$ cat config.mk
export PLATFORM = sky130hd
export DESIGN_NAME = uart_tx_sched
export DESIGN_NICKNAME = d
export VERILOG_FILES = /design/src/rtl/uart_tx_sched.sv
export SDC_FILE = /design/constraint.sdc
export NUM_CORES = 1
export LEC_CHECK = 0
export BUFFER_PORTS_ARGS = -buffer_cell sky130_fd_sc_hd__buf_4
export CAP_MARGIN = 20
export CORE_AREA = 2 2 69 71
export DETAILED_ROUTE_END_ITERATION = 10
export DIE_AREA = 0 0 71 73
export GPL_TIMING_DRIVEN = 0
export HOLD_SLACK_MARGIN = 0.15
export PLACE_DENSITY = 0.77
export SYNTH_ARGS = -nofsm -noshare
export SYNTH_HDL_FRONTEND = slang
export SYNTH_SLANG_ARGS = --single-unit
export TNS_END_PERCENT = 1
$ cat constraint.sdc
create_clock -name clkUtx -period 2.4 [get_ports clkUtx]
set_clock_uncertainty 0.2 [all_clocks]
set_input_delay 0.24 -clock clkUtx [delete_from_list [all_inputs] [get_ports clkUtx]]
set_output_delay 0.24 -clock clkUtx [all_outputs]
set_load 0.02 [all_outputs]
$ cat src/rtl/uart_tx_sched.sv
// -----------------------------------------------------------------------------
// uart_tx_sched
//
// Round-robin scheduler that shares one uart_tx serializer between NREQ
// byte-stream requesters. A requester raises reqIn, is granted the line and
// then hands over bytes one at a time. Each accepted byte is loaded into
// txData8 and launched with a single txStart pulse. The grant is released on
// the last byte, after MAX_FRAME bytes, when the requester drops reqIn, or
// when uart_tx fails to raise txBusy within START_TO cycles of txStart.
//
// Parameters
//   NREQ       number of requesters (2..8)
//   START_TO   cycles allowed for txBusy to rise after txStart (2..255)
//   MAX_FRAME  bytes per grant before a forced release (1..255)
//
// Ports (all on rising edge of clkUtx, rst synchronous active-high)
//   reqIn      [NREQ]    requester i wants the line (level, held per frame)
//   reqValid   [NREQ]    requester i presents a byte
//   reqData8   [8*NREQ]  packed bytes, slice i = [8i+7:8i]
//   reqLast    [NREQ]    presented byte closes the frame
//   reqReady   [NREQ]    one-cycle accept pulse to the owner
//   grant      [NREQ]    one-hot current owner, zero when idle
//   txData8    [8]       byte to uart_tx, held until the next load
//   txStart              one-cycle start pulse to uart_tx
//   txBusy               uart_tx busy flag
//   errTimeout           one-cycle pulse when txBusy never rose
//   schedIdle            high only while no requester owns the line
// -----------------------------------------------------------------------------
module uart_tx_sched #(
  parameter int NREQ      = 4,
  parameter int START_TO  = 16,
  parameter int MAX_FRAME = 32
) (
  input  logic              clkUtx,
  input  logic              rst,
  input  logic [NREQ-1:0]   reqIn,
  input  logic [NREQ-1:0]   reqValid,
  input  logic [8*NREQ-1:0] reqData8,
  input  logic [NREQ-1:0]   reqLast,
  output logic [NREQ-1:0]   reqReady,
  output logic [NREQ-1:0]   grant,
  output logic [7:0]        txData8,
  output logic              txStart,
  input  logic              txBusy,
  output logic              errTimeout,
  output logic              schedIdle
);

  localparam int IDXW = $clog2(NREQ);

  typedef enum logic [2:0] {
    S_IDLE,
    S_GRANT,
    S_START,
    S_WAIT_BUSY,
    S_WAIT_DONE
  } state_e;

  state_e            state_q, state_d;
  logic [IDXW-1:0]   ptr_q, ptr_d;       // last released owner
  logic [IDXW-1:0]   g_q, g_d;           // current owner index
  logic [NREQ-1:0]   grant_q, grant_d;
  logic [NREQ-1:0]   req_ready_q, req_ready_d;
  logic [7:0]        tx_data_q, tx_data_d;
  logic              tx_start_q, tx_start_d;
  logic              err_to_q, err_to_d;
  logic              last_q, last_d;     // byte in flight closes the frame
  logic [7:0]        bcnt_q, bcnt_d;     // bytes sent under this grant
  logic [7:0]        tcnt_q, tcnt_d;     // cycles waited for txBusy
  logic [IDXW-1:0]   pick;

  // Round-robin search starting just after ptr. The loop walks the offsets
  // from lowest to highest priority so the last match wins; offset NREQ is
  // ptr itself, which therefore only wins when nobody else is asking.
  function automatic logic [IDXW-1:0] rr_pick(input logic [NREQ-1:0] req,
                                               input logic [IDXW-1:0] ptr);
    logic [IDXW-1:0] sel;
    int              idx;
    sel = ptr;
    for (int k = NREQ; k >= 1; k--) begin
      idx = (int'(ptr) + k) % NREQ;
      if (req[idx]) sel = IDXW'(idx);
    end
    return sel;
  endfunction

  assign pick = rr_pick(reqIn, ptr_q);

  // NOTE: every variable gets its hold/default value before the case so no
  // path leaves one unassigned, which would otherwise infer a latch.
  always_comb begin
    state_d     = state_q;
    ptr_d       = ptr_q;
    g_d         = g_q;
    grant_d     = grant_q;
    req_ready_d = '0;
    tx_data_d   = tx_data_q;
    tx_start_d  = 1'b0;
    err_to_d    = 1'b0;
    last_d      = last_q;
    bcnt_d      = bcnt_q;
    tcnt_d      = tcnt_q;

    unique case (state_q)
      S_IDLE: begin
        if (|reqIn) begin
          g_d     = pick;
          grant_d = {{(NREQ-1){1'b0}}, 1'b1} << pick;
          bcnt_d  = '0;
          state_d = S_GRANT;
        end
      end

      S_GRANT: begin
        if (reqValid[g_q]) begin
          tx_data_d   = reqData8[{g_q, 3'b000} +: 8];
          req_ready_d = grant_q;
          last_d      = reqLast[g_q];
          bcnt_d      = bcnt_q + 8'd1;
          state_d     = S_START;
        end else if (!reqIn[g_q]) begin
          grant_d = '0;
          ptr_d   = g_q;
          state_d = S_IDLE;
        end
      end

      // A busy left over from an earlier byte holds the launch back.
      S_START: begin
        if (!txBusy) begin
          tx_start_d = 1'b1;
          tcnt_d     = '0;
          state_d    = S_WAIT_BUSY;
        end
      end

      S_WAIT_BUSY: begin
        if (txBusy) begin
          state_d = S_WAIT_DONE;
        end else if (tcnt_q == 8'(START_TO - 1)) begin
          err_to_d = 1'b1;
          grant_d  = '0;
          ptr_d    = g_q;
          state_d  = S_IDLE;
        end else begin
          tcnt_d = tcnt_q + 8'd1;
        end
      end

      S_WAIT_DONE: begin
        if (!txBusy) begin
          if (last_q || (bcnt_q == 8'(MAX_FRAME))) begin
            grant_d = '0;
            ptr_d   = g_q;
            state_d = S_IDLE;
          end else begin
            state_d = S_GRANT;
          end
        end
      end

      default: state_d = S_IDLE;
    endcase
  end

  // NOTE: state is updated with non-blocking assignments so every flop
  // samples the values from before this edge, independent of statement order.
  always_ff @(posedge clkUtx) begin
    if (rst) begin
      state_q     <= S_IDLE;
      ptr_q       <= IDXW'(NREQ - 1);
      g_q         <= '0;
      grant_q     <= '0;
      req_ready_q <= '0;
      tx_data_q   <= '0;
      tx_start_q  <= 1'b0;
      err_to_q    <= 1'b0;
      last_q      <= 1'b0;
      bcnt_q      <= '0;
      tcnt_q      <= '0;
    end else begin
      state_q     <= state_d;
      ptr_q       <= ptr_d;
      g_q         <= g_d;
      grant_q     <= grant_d;
      req_ready_q <= req_ready_d;
      tx_data_q   <= tx_data_d;
      tx_start_q  <= tx_start_d;
      err_to_q    <= err_to_d;
      last_q      <= last_d;
      bcnt_q      <= bcnt_d;
      tcnt_q      <= tcnt_d;
    end
  end

  assign reqReady   = req_ready_q;
  assign grant      = grant_q;
  assign txData8    = tx_data_q;
  assign txStart    = tx_start_q;
  assign errTimeout = err_to_q;
  assign schedIdle  = (state_q == S_IDLE);

endmodule
==> flow_summary.ini <==
[clocking]
root_buffer = clkbuf_8
cts_max_path_buffers = 2
cts_made_buffers = 5
cts_tree = done
clock_latency_ns = 0.30
cts_htree_levels = 2
cts_sinks = 42
cts.clk_slew.worst_paths_ns = 0.09

[drt]
drtIter0Drc = 97
drtPass1Iterations = 4
avgRoutedWirePerCell_microns = 13.91
routed_via_density = 5.344
ant_nets = 0
wirelength_microns = 5091
drc = 0
detailroute.via_count = 1956

[die]
start_util = 0.4811
die_h_microns = 73
ios = 66
coreArea_sq_um = 4536
dieWidth_microns = 71
rows = 25
dieArea_sq_um = 5183

[setup_path]
required_ns = 2.38
path_max_fanout = 4
cp-start-kind = flip-flop
crit_arrival_ns = 2.16
reg2reg_depth = 7
worstSetupEndpointType = flip-flop
critPathKind = reg2reg

[synthesis]
synthCells = 237
syn_area_per_cell_sq_um = 9.207
yosysTopAreaCell = dfxtp_1
ys_seq_area_frac = 0.3853
ys_warn_count = 0
syn_nets = 287
yosys.cell_count.top_type = dfxtp_1
ys_top_cells_by_count = dfxtp_1, nand2_1, nor2_1
synth.top_cell.area_share = 0.3853
synthDistinctLibCells = 47
synthArstFlopShare = 0
ys.flop_type = dfxtp_1
synthTopCellsByArea = dfxtp_1, mux4_2, nand2_1
ys_ff_latch = 42
synth_area_sq_um = 2182
synth_edf_count = 0

[cells_and_area]
nets = 361
n_antenna_cell = 0
final_util = 0.6339
drive_gt1_frac = 0.3141
area.growth.synth_to_final_pct = 31.77
fin_area_sq_um = 2875
fillers = 393

[sta]
period_share = 0.9089
final_max_slew_viol_count = 0
fin_setup_tns_ns = 0
finalHoldViolations = 0
min_period_ns = 2.181
worst_pin_slew_ns = 0.6945
fmax_mhz = 458.5
hold_ws_ns = 0.2017
setup_viol = 0
slew_headroom = 0.5334
rsz0062_at_grt = false

[grt]
grtUsageTotal = 0.2049
met2_usage = 0.3396
grt_start_max_net_pins = 14
grt_pass1_vias = 1912
use_met3 = 0.05387
grt_pass1_wl_microns = 8404
antenna_found_initial = 0
grt_busiest_layer = met2
use_met1 = 0.2539
grt_overflow = 0

[power]
power.total_mw = 1.988
p_leak_nw = 1.153
irDropWorstVdd_mv = 0.3382
p_per_area_nw_per_um2 = 691.4

[placement]
placedInstanceArea_sq_um = 2738
gp_congestion = 0.8319
port_buffers = 65
hpwl_microns = 3803

[hold_path]
hold_depth = 4
hp-class = in2reg

[flow_run]
max_cap_viol_count = 0

[status]
outcome = finished, final reports clean
[worst max-delay path, stage by stage, from the launching register on]
cell and delay, ns:
dfxtp_1 0.35, inv_1 0.07, ha_1 0.14, nand4bb_1 0.13, o41ai_2 0.42, o211ai_2 0.26, o21a_1 0.22, a211o_1 0.27
[layout make-up]
type / count / area (sq um) / area share
Buffer: 13 / 58.81 / 0.02045
Clock buffer: 6 / 72.57 / 0.02524
Clock inverter: 2 / 37.54 / 0.01305
Inverter: 8 / 30.03 / 0.01044
Multi-Input combinational cell: 174 / 1260 / 0.4382
Sequential cell: 42 / 840.8 / 0.2924
Tap cell: 54 / 67.56 / 0.02350
Timing Repair Buffer: 67 / 508.0 / 0.1767
[state kept, by name, summed over array words and instances (netlist names)]
signal / flops
txStart: 1
bcnt_q: 8
errTimeout: 1
last_q: 1
g_q: 2
tcnt_q: 8
txData8: 8
grant: 4
reqReady: 4
ptr_q: 2
state_q: 3
[cell families after synthesis]
logic type	count (synthesis)	synth area share
adder cells (fa/ha/maj)	3	0.01720
buffers and inverters	21	0.04071
multiplexers	14	0.1273
AO/OA/AOI/OAI	42	0.1434
AND/OR/NAND/NOR	102	0.2339
flip-flops	42	0.3853
XOR/XNOR	13	0.05218
[layer usage]
layer | up-vias | wire (microns)
li1 | 985 | -
met1 | 888 | 2200
met2 | 76 | 2395
met3 | 7 | 419
met4 | 0 | 75
met5 | - | 0
[worst paths after layout]
check	startpoint	end	slack (ns)
max	bcnt_q[0]	ptr_q[1]	0.22
min reg2reg	txData8[1]	txData8[1]	0.26
max reg2reg	bcnt_q[0]	ptr_q[1]	0.22
min	reqData8[22]	txData8[6]	0.20
[power by group]
group,total (mW),switching [mW],internal (mW)
clock,0.558,0.247,0.311
sequential,0.792,0.0398,0.753
combinational,0.638,0.340,0.298
total,1.99,0.627,1.36
[layout by cell type, fill, tap and decap left out, types with 2 or more instances in the layout]
cell           Yosys  routed
dlygate4sd3_1      0       2
buf_4              0      65
xnor2_1            3       3
o21a_1             3       3
ha_1               3       3
and3_1             4       4
o21ai_1            4       4
nand2b_1           9       9
inv_1              7       7
nor3b_1            2       2
nand3_1            3       3
xor2_1            10      10
nor3_1             5       5
a211o_1            2       2
nand4_1            6       6
a21oi_1           16      16
clkbuf_8           0       5
dfxtp_1           42      42
nor2_1            22      22
a211oi_1           3       3
nand2_1           36      36
mux4_2            11      11
clkbuf_1           5       6
buf_2              8       8
and2_1             5       5
mux2i_1            3       3
nor4b_1            2       2
[per-stage QoR]
step | setup slack, ns | std cells
floorplan | 0.4713 | 237
global placement | 0.1581 | 356
detailed placement | 0.09191 | 356
CTS | 0.08006 | 366
global route | 0.09895 | 366
finish | 0.2188 | 366
[timing repair]
item / 4_1_cts / 5_1_grt
endpoints found under the hold margin: 4 / 0
hold buffers: 2 / 0
setup endpoints to repair: 0 / 6
buffers inserted: 0 / 0
gates resized for setup: 0 / 1
No activity file was read; power rests on OpenSTA's default activity.
